--- src/rtl/ringbus_rx_deser.sv ---
// Ringbus serial receiver: idle-high 1-bit line to framed 32-bit words in a FWFT FIFO.
// Define RINGBUS_RX_PARITY_EN to expect an even-parity bit between data and stop.
module ringbus_rx_deser #(
    parameter int BIT_CYCLES = 4,
    parameter int FIFO_DEPTH = 4,
    parameter int CNT_W      = 16
) (
    input  logic             clk,
    input  logic             reset_n,
    input  logic             i_ringbus,
    output logic [31:0]      o_data,
    output logic             o_valid,
    input  logic             i_ready,
    output logic             o_frame_err,
    output logic             o_overflow,
    output logic [CNT_W-1:0] o_err_cnt,
    output logic [CNT_W-1:0] o_drop_cnt
);

    localparam int PH_W = (BIT_CYCLES > 2) ? $clog2(BIT_CYCLES) : 1;
    localparam int AW   = $clog2(FIFO_DEPTH);

    // The IDLE detect cycle is phase 0 of the start bit, so mid-bit is BIT_CYCLES/2.
    localparam logic [PH_W-1:0] PH_MID  = PH_W'(BIT_CYCLES / 2);
    localparam logic [PH_W-1:0] PH_LAST = PH_W'(BIT_CYCLES - 1);
    localparam logic [PH_W-1:0] PH_ONE  = PH_W'(1);
    localparam logic [AW:0]     PTR_ONE = (AW + 1)'(1);
    localparam logic [CNT_W-1:0] CNT_ONE = CNT_W'(1);

`ifdef RINGBUS_RX_PARITY_EN
    typedef enum logic [2:0] {
        S_IDLE, S_START, S_DATA, S_PARITY, S_STOP
    } state_t;
`else
    typedef enum logic [2:0] {
        S_IDLE, S_START, S_DATA, S_STOP
    } state_t;
`endif

    state_t          state, state_n;
    logic            rb_q;
    logic            live;
    logic            armed, armed_n;
    logic [PH_W-1:0] ph, ph_n;
    logic [4:0]      bc, bc_n;
    logic [31:0]     sr, sr_n;
    logic            samp;
    logic            push;
    logic            bad;
    logic            par_fault;

    logic [31:0] mem [FIFO_DEPTH];
    logic [AW:0] wr_ptr, rd_ptr;
    logic        full, empty, pop, do_push, drop;

    assign samp = (ph == PH_MID);

`ifdef RINGBUS_RX_PARITY_EN
    logic par, par_n;
    assign par_fault = ^{sr, par};
`else
    assign par_fault = 1'b0;
`endif

    always_comb begin
        state_n = state;
        ph_n    = (ph == PH_LAST) ? '0 : ph + PH_ONE;
        bc_n    = bc;
        sr_n    = sr;
        armed_n = armed;
        push    = 1'b0;
        bad     = 1'b0;
`ifdef RINGBUS_RX_PARITY_EN
        par_n   = par;
`endif
        unique case (state)
            S_IDLE: begin
                ph_n = '0;
                if (rb_q && live)
                    armed_n = 1'b1;
                if (armed && !rb_q) begin
                    state_n = S_START;
                    ph_n    = PH_ONE;
                end
            end
            S_START: begin
                if (samp) begin
                    if (rb_q) begin
                        state_n = S_IDLE;
                    end else begin
                        bc_n    = '0;
                        state_n = S_DATA;
                    end
                end
            end
            S_DATA: begin
                if (samp) begin
                    sr_n = {sr[30:0], rb_q};
                    bc_n = bc + 5'd1;
                    if (bc == 5'd31) begin
`ifdef RINGBUS_RX_PARITY_EN
                        state_n = S_PARITY;
`else
                        state_n = S_STOP;
`endif
                    end
                end
            end
`ifdef RINGBUS_RX_PARITY_EN
            S_PARITY: begin
                if (samp) begin
                    par_n   = rb_q;
                    state_n = S_STOP;
                end
            end
`endif
            S_STOP: begin
                if (samp) begin
                    armed_n = 1'b0;
                    state_n = S_IDLE;
                    if (rb_q && !par_fault)
                        push = 1'b1;
                    else
                        bad = 1'b1;
                end
            end
            default: state_n = S_IDLE;
        endcase
    end

    assign empty   = (wr_ptr == rd_ptr);
    assign full    = (wr_ptr[AW-1:0] == rd_ptr[AW-1:0]) &&
                     (wr_ptr[AW] != rd_ptr[AW]);
    assign o_valid = !empty;
    assign o_data  = mem[rd_ptr[AW-1:0]];
    assign pop     = o_valid && i_ready;
    assign do_push = push && (!full || pop);
    assign drop    = push && full && !pop;

    // live gates arming until rb_q has been loaded from the line after reset.
    always_ff @(posedge clk) begin
        if (!reset_n) begin
            rb_q        <= 1'b1;
            live        <= 1'b0;
            armed       <= 1'b0;
            state       <= S_IDLE;
            ph          <= '0;
            bc          <= '0;
            sr          <= '0;
            o_frame_err <= 1'b0;
            o_overflow  <= 1'b0;
            o_err_cnt   <= '0;
            o_drop_cnt  <= '0;
            wr_ptr      <= '0;
            rd_ptr      <= '0;
            for (int i = 0; i < FIFO_DEPTH; i++)
                mem[i] <= '0;
`ifdef RINGBUS_RX_PARITY_EN
            par         <= 1'b0;
`endif
        end else begin
            rb_q        <= i_ringbus;
            live        <= 1'b1;
            armed       <= armed_n;
            state       <= state_n;
            ph          <= ph_n;
            bc          <= bc_n;
            sr          <= sr_n;
            o_frame_err <= bad;
`ifdef RINGBUS_RX_PARITY_EN
            par         <= par_n;
`endif
            if (bad && !(&o_err_cnt))
                o_err_cnt <= o_err_cnt + CNT_ONE;
            if (drop) begin
                o_overflow <= 1'b1;
                if (!(&o_drop_cnt))
                    o_drop_cnt <= o_drop_cnt + CNT_ONE;
            end
            if (do_push) begin
                mem[wr_ptr[AW-1:0]] <= sr;
                wr_ptr              <= wr_ptr + PTR_ONE;
            end
            if (pop)
                rd_ptr <= rd_ptr + PTR_ONE;
        end
    end

endmodule
--- config.mk ---
export PLATFORM = sky130hd
export DESIGN_NAME = ringbus_rx_deser
export DESIGN_NICKNAME = d
export VERILOG_FILES = /design/src/rtl/ringbus_rx_deser.sv
export SDC_FILE = /design/constraint.sdc
export NUM_CORES = 1
export LEC_CHECK = 0
export BUFFER_PORTS_ARGS = -buffer_cell sky130_fd_sc_hd__buf_2
export CORE_AREA = 3 3 179 181
export DETAILED_ROUTE_END_ITERATION = 7
export DIE_AREA = 0 0 182 184
export GPL_ROUTABILITY_DRIVEN = 0
export SYNTH_ARGS = -nofsm -noshare
export SYNTH_HDL_FRONTEND = slang
export SYNTH_SLANG_ARGS = --single-unit
--- constraint.sdc ---
create_clock -name clk -period 5.2 [get_ports clk]
set_input_delay 0.26 -clock clk [delete_from_list [all_inputs] [get_ports clk]]
set_output_delay 0.26 -clock clk [all_outputs]
set_load 0.05 [all_outputs]
**After elaboration in Yosys (flattened, before gate mapping)**

Memories as Yosys holds them, arrays and structs flattened. A register that Yosys moved wholly into a read port is not among the register bits.
Cells that the tools add are included.

- Memories: 1
- Register bits: 85
- Output and inout port bits: 67
- RAM bits: 128
- Word-level logic and storage cells: 95
- Bits of input ports: 4

- Bitwise logic cells: 1
- Mux-type cells: 33
- Eq/ne operators: 16
- Reduce and logical (&&, ||, !) cells: 25
- Add/subtract/negate cells: 6

Memory list:

| memory | words | bits a word | read ports | clocked after memory_dff | wr ports | RTL line | RTL |
|---|---|---|---|---|---|---|---|
| mem | 4 | 32 | 1 | 1 | 4 | 52 | `logic [31:0] mem [FIFO_DEPTH];` |

Operators with widths:

| kind | number |
|---|---|
| $add 16x1->16 const B | 2 |
| $mux 32 | 1 |
| $reduce_and 16->1 | 2 |
| $reduce_or 32->1 | 1 |
| $mux 1 | 15 |
| $mux 3 | 5 |
| $mux 5 | 3 |
| $ne 2x2->1 const B | 7 |
| $mux 2 | 6 |
| $pmux 3 s4 | 1 |
| $pmux 5 s2 | 1 |
| $logic_and 1x1->1 | 8 |
| $add 3x1->3 const B | 2 |
| $eq 3x2->1 const B | 2 |
| $add 5x1->5 const B | 1 |
| $eq 5x5->1 const B | 1 |
| $logic_not 1->1 | 5 |
| $reduce_and 5->1 | 1 |
| $eq 2x2->1 const B | 2 |
| $reduce_and 2->1 | 2 |
| $reduce_and 4->1 | 1 |
| $reduce_bool 2->1 | 2 |
| $eq 3x1->1 const B | 1 |
| $eq 3x3->1 | 1 |
| other kinds (8) | 8 |

**Longest topological paths before layout**

- Word-level depth: 10
- Mapped depth: 9
- Mapped depth without buffers: 7

**Worst setup path after synthesis**

No wires, ideal clock.

- Path type: register to register
- From: register ph[0]
- To: memory mem[2][0], enable pin
- Data required time: 4.806 ns
- Path slack: 2.413 ns
- Period minus slack after synthesis: 2.787 ns
- Cell stages (with the launch flop): 9
- Arrival time: 2.393 ns
- Path through: dfxtp_1 inv_1 ha_1 buf_2 nand4_1 a41oi_2 and2_1 and3b_1 nand2b_1

RTL lines:

| element | RTL line | RTL |
|---|---|---|
| from (decl) | 44 | `logic [PH_W-1:0] ph, ph_n;` |
| from (signal assigned) | 166 | `ph <= ph_n;` |
| to (decl) | 52 |  |

==> flow_metrics.py <==
metrics = {
    "critical_path": {
        "cp_max_fo": 33,
        "crit_chain": "inv_1, ha_1, nand4_1, a41oi_2, and2_1, and3b_1, buf_4, nand2b_1, buf_4",
        "slowest_stage": "nand2b_1",
        "path_common_cell": "buf_4",
        "critPathKind": "reg -> reg",
        "end_kind": "flop",
        "arrival_ns": 3.28,
        "startpoint_type": "flop",
        "path_delay_family": "simple AND/OR/NAND/NOR gates",
        "path_buf_inv": 3,
        "crit_path_max_incr_delay_ns": 0.52,
        "cp.required_ns": 5.36,
    },
    "floorplan": {
        "core_area_um2": 30590,
        "rows": 64,
        "die_y_um": 184,
        "dieArea_um2": 33490,
        "ios": 71,
        "die_w_um": 182,
        "initial_core_util": 0.2990,
    },
    "logic_synthesis": {
        "syn_nets": 764,
        "syn-mean-instance-area_um2": 12.16,
        "synth_compound_area_frac": 0.06278,
        "synth-main-ff-cell": "edfxtp_1",
        "synth_async_sr_flop_share": 0,
        "synth_xor_area_frac": 0.01122,
        "synth_top_cells_by_area": "edfxtp_1 (42%), dfxtp_1 (19%), mux4_2 (7.9%)",
        "syn-cell-area_um2": 9148,
        "synth-adder-area-share": 0.01094,
        "seq_area_frac_synth": 0.6084,
        "synth_top_family_by_area": "simple AND/OR/NAND/NOR gates",
        "post_synth_and_or_nand_nor_area_fraction": 0.1937,
        "yosys_warnings": 0,
        "synth_cell_types": 50,
        "synth-seq-cells": 214,
        "synth_top_area_cell": "edfxtp_1",
        "muxShareOfSynthArea": 0.08535,
        "synth.top_cell.area_share": 0.4202,
        "synth_cells": 752,
        "synth-edff-count": 128,
    },
    "grt": {
        "grt_pass1_wl_um": 32620,
        "grt_max_degree": 77,
        "antenna_found_initial": 0,
        "track_usage": 0.1184,
        "grt_overflow_total": 0,
        "first_global_vias": 5882,
    },
    "placed_design": {
        "hpwl_um": 12160,
        "numPortBuffers": 70,
    },
    "timing": {
        "maxSlewHeadroom": 0.4416,
        "setup_viol": 0,
        "fmax_ghz": 0.3211,
        "skew_ns": 0.009397,
        "hold_viol_final": 0,
        "period_minus_slack_ns": 3.114,
        "slew_viol_final": 0,
        "fin_crit_sh": 0.5988,
        "rsz0062_at_grt": "no",
        "setup-tns-final_ns": 0,
        "worst_pin_slew_ns": 0.8377,
    },
    "cts": {
        "cts_tree": "built",
        "cts_root_buf": "clkbuf_16",
        "cts_buffer_depth": 3,
        "cts_made_buffers": 24,
        "cts.sink_count": 214,
        "clk_latency_ns": 0.50,
        "clkSlewWorstSetupHoldPaths_ns": 0.06,
        "htree_levels": 1,
    },
    "cells_and_area": {
        "synthToLayoutAreaGrowth_pct": 16.69,
        "nets": 827,
        "fill_cells": 3043,
        "multi_input_area_um2": 3338,
        "n_antenna_cell": 0,
        "drive_gt1_frac": 0.1971,
        "ff_latch_area_um2": 5567,
    },
    "power_and_ir_drop": {
        "p_per_area_nw_per_um2": 334.8,
        "ir_drop_mv": 0.2125,
        "power.total_mw": 3.574,
        "p_leak_nw": 3.934,
    },
    "detailed_routing": {
        "wire_per_inst_um": 16.22,
        "wl_um": 19920,
        "vias": 5840,
        "drt_iter0_markers": 379,
        "first_pass_iters": 4,
        "viasPerCell": 4.756,
        "detail-route-antenna-nets": 0,
        "drc_errors": 0,
    },
    "run_status": {
        "status": "completed",
    },
    "flow_run": {
        "maxCapViolCount": 0,
    },
    "hold_path": {
        "hp-class": "in -> reg",
    },
}
==> cell usage after synthesis, types with 2 or more instances <==
| library cell | number |
|---|---|
| nor4_1 | 5 |
| a22oi_1 | 2 |
| edfxtp_1 | 128 |
| dfxtp_1 | 86 |
| xor2_1 | 6 |
| o21ai_0 | 9 |
| and3_1 | 33 |
| a21oi_1 | 53 |
| mux2i_1 | 6 |
| buf_6 | 2 |
| o31a_1 | 3 |
| o211ai_1 | 3 |
| nand2_1 | 92 |
| and2_1 | 98 |
| nand4_1 | 7 |
| nand3b_1 | 2 |
| nand3_1 | 17 |
| or3_1 | 6 |
| xnor2_1 | 2 |
| o31ai_1 | 10 |
| mux4_2 | 32 |
| or2_2 | 3 |
| a31oi_1 | 2 |
| nor4_2 | 2 |
| nand2b_1 | 9 |
| nor3_1 | 4 |
| and3b_1 | 2 |
| o21a_1 | 3 |
| buf_2 | 13 |
| inv_1 | 10 |
| xnor2_2 | 2 |
| or4_1 | 14 |
| o21ai_1 | 2 |
| nor2_1 | 31 |
| clkbuf_1 | 31 |
| ha_1 | 8 |
==> metrics by stage <==
step,cell area [um2],hold slack (ns),std cells,utilization,setup slack (ns)
after global routing,10670,0.1254,1228,0.3489,1.798
after detailed placement,9893,0.4603,1184,0.3234,2.049
final,10670,0.08744,1228,0.3489,2.086
after global placement,9893,0.4513,1184,0.3234,2.125
after CTS,10670,0.07057,1228,0.3489,2.016
after floorplan,9148,0.2877,752,-,2.413
==> layout by cell type (no fill, tap or decap), drive strengths merged, types with 2 or more instances in the layout <==
master	netlist	final
ha	8	8
and2	98	98
nor3	4	4
mux2i	6	6
o21a	3	3
or4	15	15
nand2b	9	9
nand3b	2	2
and3	33	33
o211ai	3	3
nand2	92	92
a31oi	2	2
clkinv	0	6
or3	6	6
a21oi	53	53
o31ai	10	10
mux4	32	32
xor2	6	6
buf	17	84
nand4	7	7
inv	10	11
and3b	2	2
clkbuf	31	35
edfxtp	128	128
xnor2	4	4
o31a	3	3
nor4	7	7
o21ai	11	11
dfxtp	86	86
a22oi	2	2
nand3	17	17
or2	3	3
nor2	31	31
==> metal layers <==
metal  share of wire  vias to the layer above  global-route usage
met2            0.48                      126              0.2000
met5               0                        -                   0
met3           0.047                       15             0.01959
met1            0.46                     2845              0.1621
met4           0.011                        0             0.02377
li1                -                     2854                   -
==> path summary, 6_finish.rpt <==
| check | start | endpoint | slack (ns) | depth (start not counted) |
|---|---|---|---|---|
| setup / recovery | ph[0] | mem[1][28] | 2.09 | 9 |
| hold / removal | i_ready | flop | 0.09 | 3 |
| setup reg to reg | ph[0] | mem[1][28] | 2.09 | 9 |
| hold reg to reg | o_overflow | o_overflow | 0.46 | 2 |
==> state kept, by name, indices dropped and copies added (netlist names), 2 cells and up, named ones only <==
name and flops:
bc 5, mem 128, wr_ptr 3, state 2, o_err_cnt 16, o_drop_cnt 16
ph 2, rd_ptr 3, sr 32
==> report_power, final <==
group	internal [mW]	switching, mW	total, mW	leakage (nW)
logic	0.0243	0.0831	0.107	1.54
registers	1.83	0.0114	1.84	2.02
clock network	0.985	0.643	1.63	0.384
==> worst reg2reg max path: cells and delay by family, from the launching register on <==
family,cells,cell delay (ns)
adders and majority gates,1,0.28
buffers and inverters,3,0.78
AOI/OAI and AO/OA,1,0.25
and+or+nand+nor,4,1.14
DFF,1,0.32
==> area by class of cell <==
type	count	share of cell area
well taps	396	0.04642
multi-input cells	480	0.3127
clock inverters	8	0.006330
flip-flops and latches	214	0.5215
repair buffers	85	0.04361
clock buffers	35	0.06588
inverters	10	0.003517
==> kinds of logic after synthesis <==
group	after synthesis
DFF	214
AOI/OAI and AO/OA	95
buffers and inverters	58
adders and majority gates	8
muxes	38
xor gates and xnor gates	10
and+or+nand+nor	329
==> repair_timing <==
| item | in CTS | in global routing |
|---|---|---|
| hold endpoints to repair | 1 | 0 |
| setup endpoints to repair | 0 | 0 |
| hold buffers | 1 | 0 |
| setup buffers | 0 | 0 |
| gates resized for setup | 0 | 0 |
Power figures use the tool's default switching activity.
